`src/rtl/ring_phase_decoder_pkg.sv`:
```
// Shared definitions for the ring-counter phase decoder: FSM state encodings
// and default sizing constants.
package ring_phase_decoder_pkg;

   typedef enum logic [1:0] {
      RPD_SYNC   = 2'b00,
      RPD_LOCKED = 2'b01,
      RPD_ERROR  = 2'b10
   } rpd_state_t;

   localparam int N_DEFAULT     = 4;
   localparam int REV_W_DEFAULT = 8;

endpackage

```
`src/rtl/ring_phase_decoder_if.sv`:
```
// Phase-bus interface between a ring counter (master) and the decoder (slave).
// The master drives en/phase/clr and observes the decoded outputs.
interface ring_phase_decoder_if
   import ring_phase_decoder_pkg::*;
#(
   parameter int N     = N_DEFAULT,
   parameter int REV_W = REV_W_DEFAULT
);
   localparam int IW = $clog2(N);

   logic             en;
   logic [N-1:0]     phase;
   logic             clr;
   logic [IW-1:0]    idx;
   logic             valid;
   logic [REV_W-1:0] rev_count;
   logic             rev_pulse;
   logic             err;
   logic [N-1:0]     err_phase;

   modport master (
      output en, phase, clr,
      input  idx, valid, rev_count, rev_pulse, err, err_phase
   );

   modport slave (
      input  en, phase, clr,
      output idx, valid, rev_count, rev_pulse, err, err_phase
   );

endinterface

```
`src/rtl/ring_phase_decoder_onehot_to_bin.sv`:
```
// Combinational one-hot to binary converter with a one-hot validity flag.
// The index is only meaningful when o_onehot is high.
module onehot_to_bin #(
   parameter  int N  = 4,
   localparam int IW = $clog2(N)
) (
   input  logic [N-1:0]  i_vec,
   output logic [IW-1:0] o_bin,
   output logic          o_onehot
);

   always_comb begin
      o_bin = '0;
      for (int i = 0; i < N; i++) begin
         if (i_vec[i]) o_bin = o_bin | IW'(i);
      end
   end

   // Non-zero with no second set bit: clearing the lowest set bit leaves zero.
   assign o_onehot = (i_vec != '0) && ((i_vec & (i_vec - 1'b1)) == '0);

endmodule

```
`src/rtl/ring_phase_decoder.sv`:
```
// Receive-side decoder for a ring-counter phase bus: locks onto the one-hot
// sequence, reports a binary index and revolution count, flags sticky errors.
module ring_phase_decoder
   import ring_phase_decoder_pkg::*;
#(
   parameter int N     = N_DEFAULT,
   parameter int REV_W = REV_W_DEFAULT
) (
   input  logic                 clk,
   input  logic                 reset_n,
   ring_phase_decoder_if.slave  bus
);

   localparam int IW = $clog2(N);

   rpd_state_t       r_state, w_next;
   logic [N-1:0]     r_prev_phase_p0;
   logic             r_prev_en_p0;
   logic [IW-1:0]    r_idx, w_idx;
   logic             r_valid, w_valid;
   logic [REV_W-1:0] r_rev, w_rev;
   logic             r_pulse, w_pulse;
   logic             r_err, w_err;
   logic [N-1:0]     r_err_phase, w_err_phase;

   logic [IW-1:0]    w_bin;
   logic             w_onehot;
   logic [N-1:0]     w_exp;
   logic             w_match;
   logic             w_wrap;

   onehot_to_bin #(.N(N)) u_onehot_to_bin (
      .i_vec    (bus.phase),
      .o_bin    (w_bin),
      .o_onehot (w_onehot)
   );

   // The ring only advances on an edge where the enable was sampled high.
   assign w_exp   = r_prev_en_p0 ? {r_prev_phase_p0[N-2:0], r_prev_phase_p0[N-1]}
                                 : r_prev_phase_p0;
   assign w_match = (bus.phase == w_exp);
   assign w_wrap  = r_prev_en_p0 & r_prev_phase_p0[N-1] & bus.phase[0];

   always_comb begin
      w_next      = r_state;
      w_idx       = r_idx;
      w_valid     = r_valid;
      w_rev       = r_rev;
      w_pulse     = 1'b0;
      w_err       = r_err;
      w_err_phase = r_err_phase;
      if (bus.clr) begin
         w_next      = RPD_SYNC;
         w_valid     = 1'b0;
         w_rev       = '0;
         w_err       = 1'b0;
         w_err_phase = '0;
      end else begin
         unique case (r_state)
            RPD_SYNC: begin
               if (w_onehot) begin
                  w_next  = RPD_LOCKED;
                  w_idx   = w_bin;
                  w_valid = 1'b1;
               end
            end
            RPD_LOCKED: begin
               if (w_match) begin
                  w_idx = w_bin;
                  if (w_wrap) begin
                     w_rev   = r_rev + 1'b1;
                     w_pulse = 1'b1;
                  end
               end else begin
                  w_next      = RPD_ERROR;
                  w_valid     = 1'b0;
                  w_err       = 1'b1;
                  w_err_phase = bus.phase;
               end
            end
            RPD_ERROR: ;
            default: w_next = RPD_SYNC;
         endcase
      end
   end

   // Stage p0: history of the bus plus all decoded outputs, one edge after sampling.
   always_ff @(posedge clk or negedge reset_n) begin
      if (!reset_n) begin
         r_state         <= RPD_SYNC;
         r_prev_phase_p0 <= '0;
         r_prev_en_p0    <= 1'b0;
         r_idx           <= '0;
         r_valid         <= 1'b0;
         r_rev           <= '0;
         r_pulse         <= 1'b0;
         r_err           <= 1'b0;
         r_err_phase     <= '0;
      end else begin
         r_state         <= w_next;
         r_prev_phase_p0 <= bus.phase;
         r_prev_en_p0    <= bus.en;
         r_idx           <= w_idx;
         r_valid         <= w_valid;
         r_rev           <= w_rev;
         r_pulse         <= w_pulse;
         r_err           <= w_err;
         r_err_phase     <= w_err_phase;
      end
   end

   assign bus.idx       = r_idx;
   assign bus.valid     = r_valid;
   assign bus.rev_count = r_rev;
   assign bus.rev_pulse = r_pulse;
   assign bus.err       = r_err;
   assign bus.err_phase = r_err_phase;

endmodule

```
`src/flat_wrapper.sv`:
```
// flat-port wrapper written by rule: the top's interface ports become plain ports
module ring_phase_decoder_flat import ring_phase_decoder_pkg::*;
#(
   parameter int N     = N_DEFAULT,
   parameter int REV_W = REV_W_DEFAULT
)
  (clk, reset_n, bus_en, bus_phase, bus_clr, bus_idx, bus_valid, bus_rev_count, bus_rev_pulse, bus_err, bus_err_phase);
  ring_phase_decoder_if #(.N(N), .REV_W(REV_W)) bus_i ();
  input  logic clk;
  input  logic reset_n;
  input wire logic [$bits(bus_i.en)-1:0] bus_en;
  input wire logic [$bits(bus_i.phase)-1:0] bus_phase;
  input wire logic [$bits(bus_i.clr)-1:0] bus_clr;
  output wire logic [$bits(bus_i.idx)-1:0] bus_idx;
  output wire logic [$bits(bus_i.valid)-1:0] bus_valid;
  output wire logic [$bits(bus_i.rev_count)-1:0] bus_rev_count;
  output wire logic [$bits(bus_i.rev_pulse)-1:0] bus_rev_pulse;
  output wire logic [$bits(bus_i.err)-1:0] bus_err;
  output wire logic [$bits(bus_i.err_phase)-1:0] bus_err_phase;
  assign bus_i.en = bus_en;
  assign bus_i.phase = bus_phase;
  assign bus_i.clr = bus_clr;
  assign bus_idx = bus_i.idx;
  assign bus_valid = bus_i.valid;
  assign bus_rev_count = bus_i.rev_count;
  assign bus_rev_pulse = bus_i.rev_pulse;
  assign bus_err = bus_i.err;
  assign bus_err_phase = bus_i.err_phase;
  ring_phase_decoder #(.N(N), .REV_W(REV_W)) u_core (.clk(clk), .reset_n(reset_n), .bus(bus_i));
endmodule
```
`config.mk`:
```
export PLATFORM = sky130hd
export DESIGN_NAME = ring_phase_decoder_flat
export DESIGN_NICKNAME = d
export VERILOG_FILES = /design/src/rtl/ring_phase_decoder_pkg.sv /design/src/rtl/ring_phase_decoder_if.sv /design/src/rtl/ring_phase_decoder_onehot_to_bin.sv /design/src/rtl/ring_phase_decoder.sv /design/src/flat_wrapper.sv
export SDC_FILE = /design/constraint.sdc
export NUM_CORES = 1
export LEC_CHECK = 0
export BUFFER_PORTS_ARGS = -buffer_cell sky130_fd_sc_hd__buf_2
export CAP_MARGIN = 25
export CORE_UTILIZATION = 35
export DETAILED_ROUTE_END_ITERATION = 7
export PLACE_DENSITY = 0.56
export SETUP_SLACK_MARGIN = 0.4
export SLEW_MARGIN = 20
export SYNTH_ARGS = -nofsm -noshare
export SYNTH_HDL_FRONTEND = slang
export SYNTH_SLANG_ARGS = --single-unit
```
`constraint.sdc`:
```
create_clock -name clk -period 2.1 [get_ports clk]
set_input_delay 0.21 -clock clk [delete_from_list [all_inputs] [get_ports clk]]
set_output_delay 0.21 -clock clk [all_outputs]
set_load 0.005 [all_outputs]
```
# Yosys cells after proc, flatten, opt, wreduce, memory -nomap -nowiden
# Index checks and enable logic that the tools add are counted.
word_totals:
  reg_bits: 24
  input_bits: 8
  word_cells: 67
op_classes:
  add_sub_neg: 2
  n_eq_ne: 9
  n_mux: 29
  bitwise: 4
  n_reduce_logical: 14
op_table:
  columns: ["operator", "n"]
  rows:
  - ["8-bit 2-to-1 mux", 4]
  - ["4-bit 2-to-1 mux", 4]
  - ["2-bit 2-to-1 mux", 7]
  - ["1-bit 2-to-1 mux", 11]
  - ["3-bit AND reduction", 3]
  - ["8-bit by 1-bit adder with 8-bit output, second input constant", 1]
  - ["2-bit nonzero test", 4]
  - ["2-bit inequality test, second input constant", 3]
  - ["3-bit inequality test, second input constant", 2]
  - ["2-bit one-hot mux with 3 select lines", 1]
  - ["4-bit AND", 1]
  - ["4-bit == test", 1]
  - ["4-bit logical NOT", 1]
  - ["2-bit one-hot mux with 2 select lines", 1]
  - ["4-bit AND reduction", 1]
  - ["4-bit nonzero test", 1]
  - ["4-bit by 1-bit subtractor with 4-bit output, second input constant", 1]
  - ["3-bit nonzero test", 1]
  - ["1-bit AND", 2]
  - ["2-bit by 1-bit == test with 1-bit output, second input constant", 1]
  - ["2-bit == test, second input constant", 1]
  - ["2-bit logical NOT", 1]
  - ["2-bit by 1-bit inequality test with 1-bit output, second input constant", 1]
  - ["1-bit one-hot mux with 2 select lines", 1]
  - ["3 further kinds", 3]

# Depth between registers and ports, before layout
logic_depth:
  word_depth: 7
  depth_mapped: 8
  depth_no_buf: 5

# By module
# From an unflattened synthesis, not the netlist that was laid out.
unflattened:
  cells_unflattened: 128
  area_unflattened_um2: 1287.5
by_module_without_submodules:
  columns: ["module", "instances", "cells_each", "area_each_um2", "seq_area_each_um2"]
  rows:
  - ["ring_phase_decoder", 1, 122, 1237.4, 600.6]
  - ["onehot_to_bin", 1, 6, 50.0, 0.0]

# Least setup slack after synthesis
# No wires, ideal clock.
synth_timing:
  path_type: "register -> register"
  from: "reg u_core.r_prev_en_p0"
  to: "reg u_core.r_rev[7] (netlist: u_core.bus.rev_count[7])"
  setup_ps: 125
  arrival_ps: 2021
  t_required_ps: 1975
  path_slack_ps: -45
  path_stages_with_launch: 8
  n_path_buf: 2
  synth_period_minus_slack_ps: 2145
  cell_sequence: "dfrtp_1 > buf_6 > mux2i_1 > xnor2_1 > or4_1 > buf_2 > nor4_1 > mux2_2"
synth_via:
  elab_chain_cells: 4
  elab_cells_between_ends: 7
synth_lines:
  columns: ["item", "line", "text"]
  rows:
  - ["from (decl)", "ring_phase_decoder.sv:18", "logic r_prev_en_p0;"]
  - ["from (signal assigned)", "ring_phase_decoder.sv:102", "r_prev_en_p0 <= bus.en;"]
  - ["4-bit 2-to-1 mux / 1-bit AND (equally long branches)", "ring_phase_decoder.sv:39, ring_phase_decoder.sv:42", null]
  - ["4-bit == test / 1-bit AND (equally long branches)", "ring_phase_decoder.sv:41, ring_phase_decoder.sv:42", null]
  - ["2-bit nonzero test (no line)", null, null]
  - ["3-bit AND reduction (no line) (*)", null, null]
  - ["to (signal assigned)", "ring_phase_decoder.sv:105", "r_rev <= w_rev;"]
  - ["to (decl)", "ring_phase_decoder.sv:21", "logic [REV_W-1:0] r_rev, w_rev;"]
# Mark *: on every way between the ends. The rest lies on a longest branch, timed or not.
# A chain may end at the register's enable or synchronous reset.

# Worst setup path after layout
layout_timing:
  from: "reg u_core.r_prev_en_p0"
  to: "reg u_core.r_idx[0] (netlist: u_core.bus.idx[0])"
layout_via:
  elab_chain_cells: 4
layout_lines:
  columns: ["item", "line", "text"]
  rows:
  - ["4-bit 2-to-1 mux", "ring_phase_decoder.sv:39", "assign w_exp = r_prev_en_p0 ? {r_prev_phase_p0[N-2:0], r_prev_phase_p0[N-1]}"]
  - ["4-bit == test", "ring_phase_decoder.sv:41", "assign w_match = (bus.phase == w_exp);"]
  - ["2-bit by 1-bit inequality test with 1-bit output (no line)", null, null]
  - ["4-bit AND reduction (no line)", null, null]
  - ["to (signal assigned)", "ring_phase_decoder.sv:103", "r_idx <= w_idx;"]
  - ["to (decl)", "ring_phase_decoder.sv:19", "logic [IW-1:0] r_idx, w_idx;"]
# Every way passes these cells.

==> run metrics <==
layout cells sized above 1=0.372; critical path depth in cells=6; average cell area after synthesis=10.2 um^2; netlist area before placement=1160 um^2; count of fill cells added during filler insertion=333; routed via count=966; cell with the largest stage delay on the worst path=or4_4; clock net sink count=24; number of levels in the clock H-tree=1; width of the die=59.7 um; static leakage power=0.668 nW; total power per unit cell area=590 nW/um^2; row cnt=20; number of optimization iterations in the first detailed-route pass=4; Boundary Pins=25; setup-violating endpoint count in the final report=10; maximum VDD drop=205 uV; clock edge transition at the registers on the reported setup and hold paths=0.12 ns; startpoint-to-endpoint class of the critical path=reg -> reg; minimum setup slack in the final design=-0.0969 ns; DIE HEIGHT=59.7 um; remaining routing DRC violations=0; slack of the worst reg-to-reg path=-0.1 ns; Routed Wire Length=2530 um; clock root cell=clkbuf_4; Post-Route Hold Slack=0.0843 ns; DRC violation total after the first TritonRoute iteration=44; aggregate global routing overflow=0; peak fanout along the critical path=8; synth unique cells=29; total net switching power=0.239 mW; Slew Limit Headroom=0.646; adder and majority gate portion of the synthesized area=0.0108; logic gate share of total power=0.190; initial core utilization=0.375; Crit path required time=2.30 ns; Post-Route Setup TNS=-0.468 ns; placeable core region=3100 um^2; final hold viol count=0; most common cell after layout, fill and taps aside=buf_2; number of cells traversed by the worst register-to-register path=6; RD Place Congestion=0.815; synthesized-area fraction occupied by ao, oa, aoi and oai cells=0.110; critical path arrival=2.40 ns; CTS max path bufs=2; CTS tree=yes; sw frac=0.272; min Tclk post-route=2.20 ns; initial antenna violation count=0; fin area=1490 um^2; Routed Antenna Nets=0; mux cell area share after synthesis=0.0796; number of cells on the worst hold path=1; global-route wire length before repair=4160 um; top flip-flop cell by instance count after synthesis=dfrtp_1; number of enable flip-flop cells after synthesis=0; flip-flop and latch count after synthesis=24; nets=156; latest clock arrival within the worst-skew pair=0.31 ns; ys async rst share=1.00; violated checks=setup timing; synth-to-layout area growth=28.2%; maximum number of pins on one net before global-route repair=25; Post-DP HPWL=1700 um; ordered cell list for the critical path=mux2i_2, xnor2_1, or4_4, buf_6, a2111o_1, mux2i_1; largest family of logic cells by synthesized area=simple AND/OR/NAND/NOR gates; largest incremental delay on the critical path=0.56 ns; XOR/XNOR Fraction of Synth Area=0.0376; reg-to-reg critical path startpoint=u_core.r_prev_en_p0; crit start category=register; Setup Skew=0.00428 ns; RSZ-0062 raised after global routing=true; IO Port Bufs=24; max-slew violations=0; Setup crit end kind=register; overall global routing resource usage=0.160; overall die area=3560 um^2; sequential cell fraction of total power=0.582; hold wc startpoint=bus_phase[1]; type of the most critical hold path=in -> reg; Num CTS Buffers=3; internal power contribution=0.640 mW; CP Buf/Inv Count=1; final clock period utilization by the worst path=1.05; startpoint of the most critical setup path=u_core.r_prev_en_p0; Gate Count Post-Synth=114; final standard cell utilization of the core=0.481; Simple-Gate Fraction of Synth Area=0.194; nets in the synthesized netlist=123; placed cell area=1360 um^2; via count normalized by instance count=5.11; f_max=455 MHz; via count of the first global-routing pass=900; routed length per placed instance=13.4 um; number of maximum-capacitance violations=0; n_diodes=0; Tightest Pin Transition=0.531 ns; count of warnings emitted by yosys=0; commonest cells after routing, fill and taps aside=buf_2, dfrtp_1, a21oi_1, buf_4; outcome=complete, but fails checks; Seq/Total Area, Yosys=0.516; part of the total power dissipated in the clock network=0.227; largest delay contributor family on the critical path=simple AND/OR/NAND/NOR gates
==> cells in the mapped netlist (4+ instances only) <==
cell type  count  area (um^2)
o31ai_1        4         30.0
nand2_1        5         18.8
a21oi_1       12         60.1
nor2_1         5         18.8
clkbuf_1       6         22.5
nor2b_1        4         25.0
or4_1          5         37.5
xnor2_1        4         35.0
nand3_1        7         35.0
mux2i_1        7         70.1
inv_1          6         22.5
dfrtp_1       24          601
==> per-layer routing <==
metal | wire length (um) | global-route usage | vias to the layer above | share of wire
met2 | 1210 | 0.243 | 22 | 0.48
li1 | - | - | 470 | -
met1 | 1220 | 0.221 | 472 | 0.48
met5 | 0 | 0 | - | 0
met4 | 17 | 0.0797 | 0 | 0.0067
met3 | 84 | 0.0260 | 2 | 0.033
==> state kept, by name (all words and copies together), names as in the netlist, 2 cells and up <==
name,count
u_core.bus.err_phase,4
u_core.bus.rev_count,8
u_core.r_state,2
u_core.r_prev_phase_p0,4
u_core.bus.idx,2
==> power by group through the flow <==
stage	clock [mW]	sequential, mW	combinational (mW)
floorplan	0	0.519	0.0828
global placement	0	0.519	0.144
detailed placement	0	0.520	0.147
CTS	0.209	0.512	0.162
global route	0.233	0.518	0.186
finish	0.200	0.512	0.167
==> path summary, 6_finish.rpt <==
path / endpoint
worst max-delay path: u_core.bus.idx[0]
worst min-delay path: u_core.r_prev_phase_p0[1]
worst max register to register: u_core.bus.idx[0]
worst min register to register: u_core.bus.err_phase[3]
max in group asynchronous: u_core.r_prev_en_p0
min in group asynchronous: u_core.bus.err_phase[3]
==> metrics by stage <==
stage / cells / power, mW / worst slack (ns)
floorplan: 114 / 0.602 / 0.0301
global placement: 181 / 0.663 / -0.0420
detailed placement: 181 / 0.667 / -0.136
CTS: 189 / 0.883 / -0.0737
global route: 189 / 0.937 / -0.185
finish: 189 / 0.879 / -0.0969
==> cell families after synthesis <==
logic type / count (synthesis)
AND/OR/NAND/NOR: 40
flip-flops: 24
AO/OA/AOI/OAI: 21
buffers and inverters: 14
multiplexers: 9
XOR/XNOR: 5
adder cells (fa/ha/maj): 1
==> worst reg2reg max path: cells and delay by family (launching register included) <==
family | cells | cell delay (ns)
xor gates and xnor gates | 1 | 0.12
and+or+nand+nor | 1 | 0.56
AOI/OAI and AO/OA | 1 | 0.42
DFF | 1 | 0.45
buffers and inverters | 1 | 0.15
muxes | 2 | 0.40
==> area by class of cell <==
| cell class | instances | area (um^2) | area share |
|---|---|---|---|
| Inverter | 6 | 22.5 | 0.0151 |
| Tap cell | 44 | 55.1 | 0.0369 |
| Clock buffer | 3 | 22.5 | 0.0151 |
| Multi-Input combinational cell | 76 | 567 | 0.380 |
| Timing Repair Buffer | 36 | 223 | 0.149 |
| Sequential cell | 24 | 602 | 0.404 |
==> timing repair <==
item                                   in CTS  in global routing
endpoints found under the hold margin      25                  0
pin swaps                                   3                  0
setup endpoints to repair                  16                 19
gates cloned                                1                  0
hold buffers                                2                  0
buffers inserted                            2                  0
resized for setup                           8                  9
Note: power is estimated with default switching activity, not from simulation.
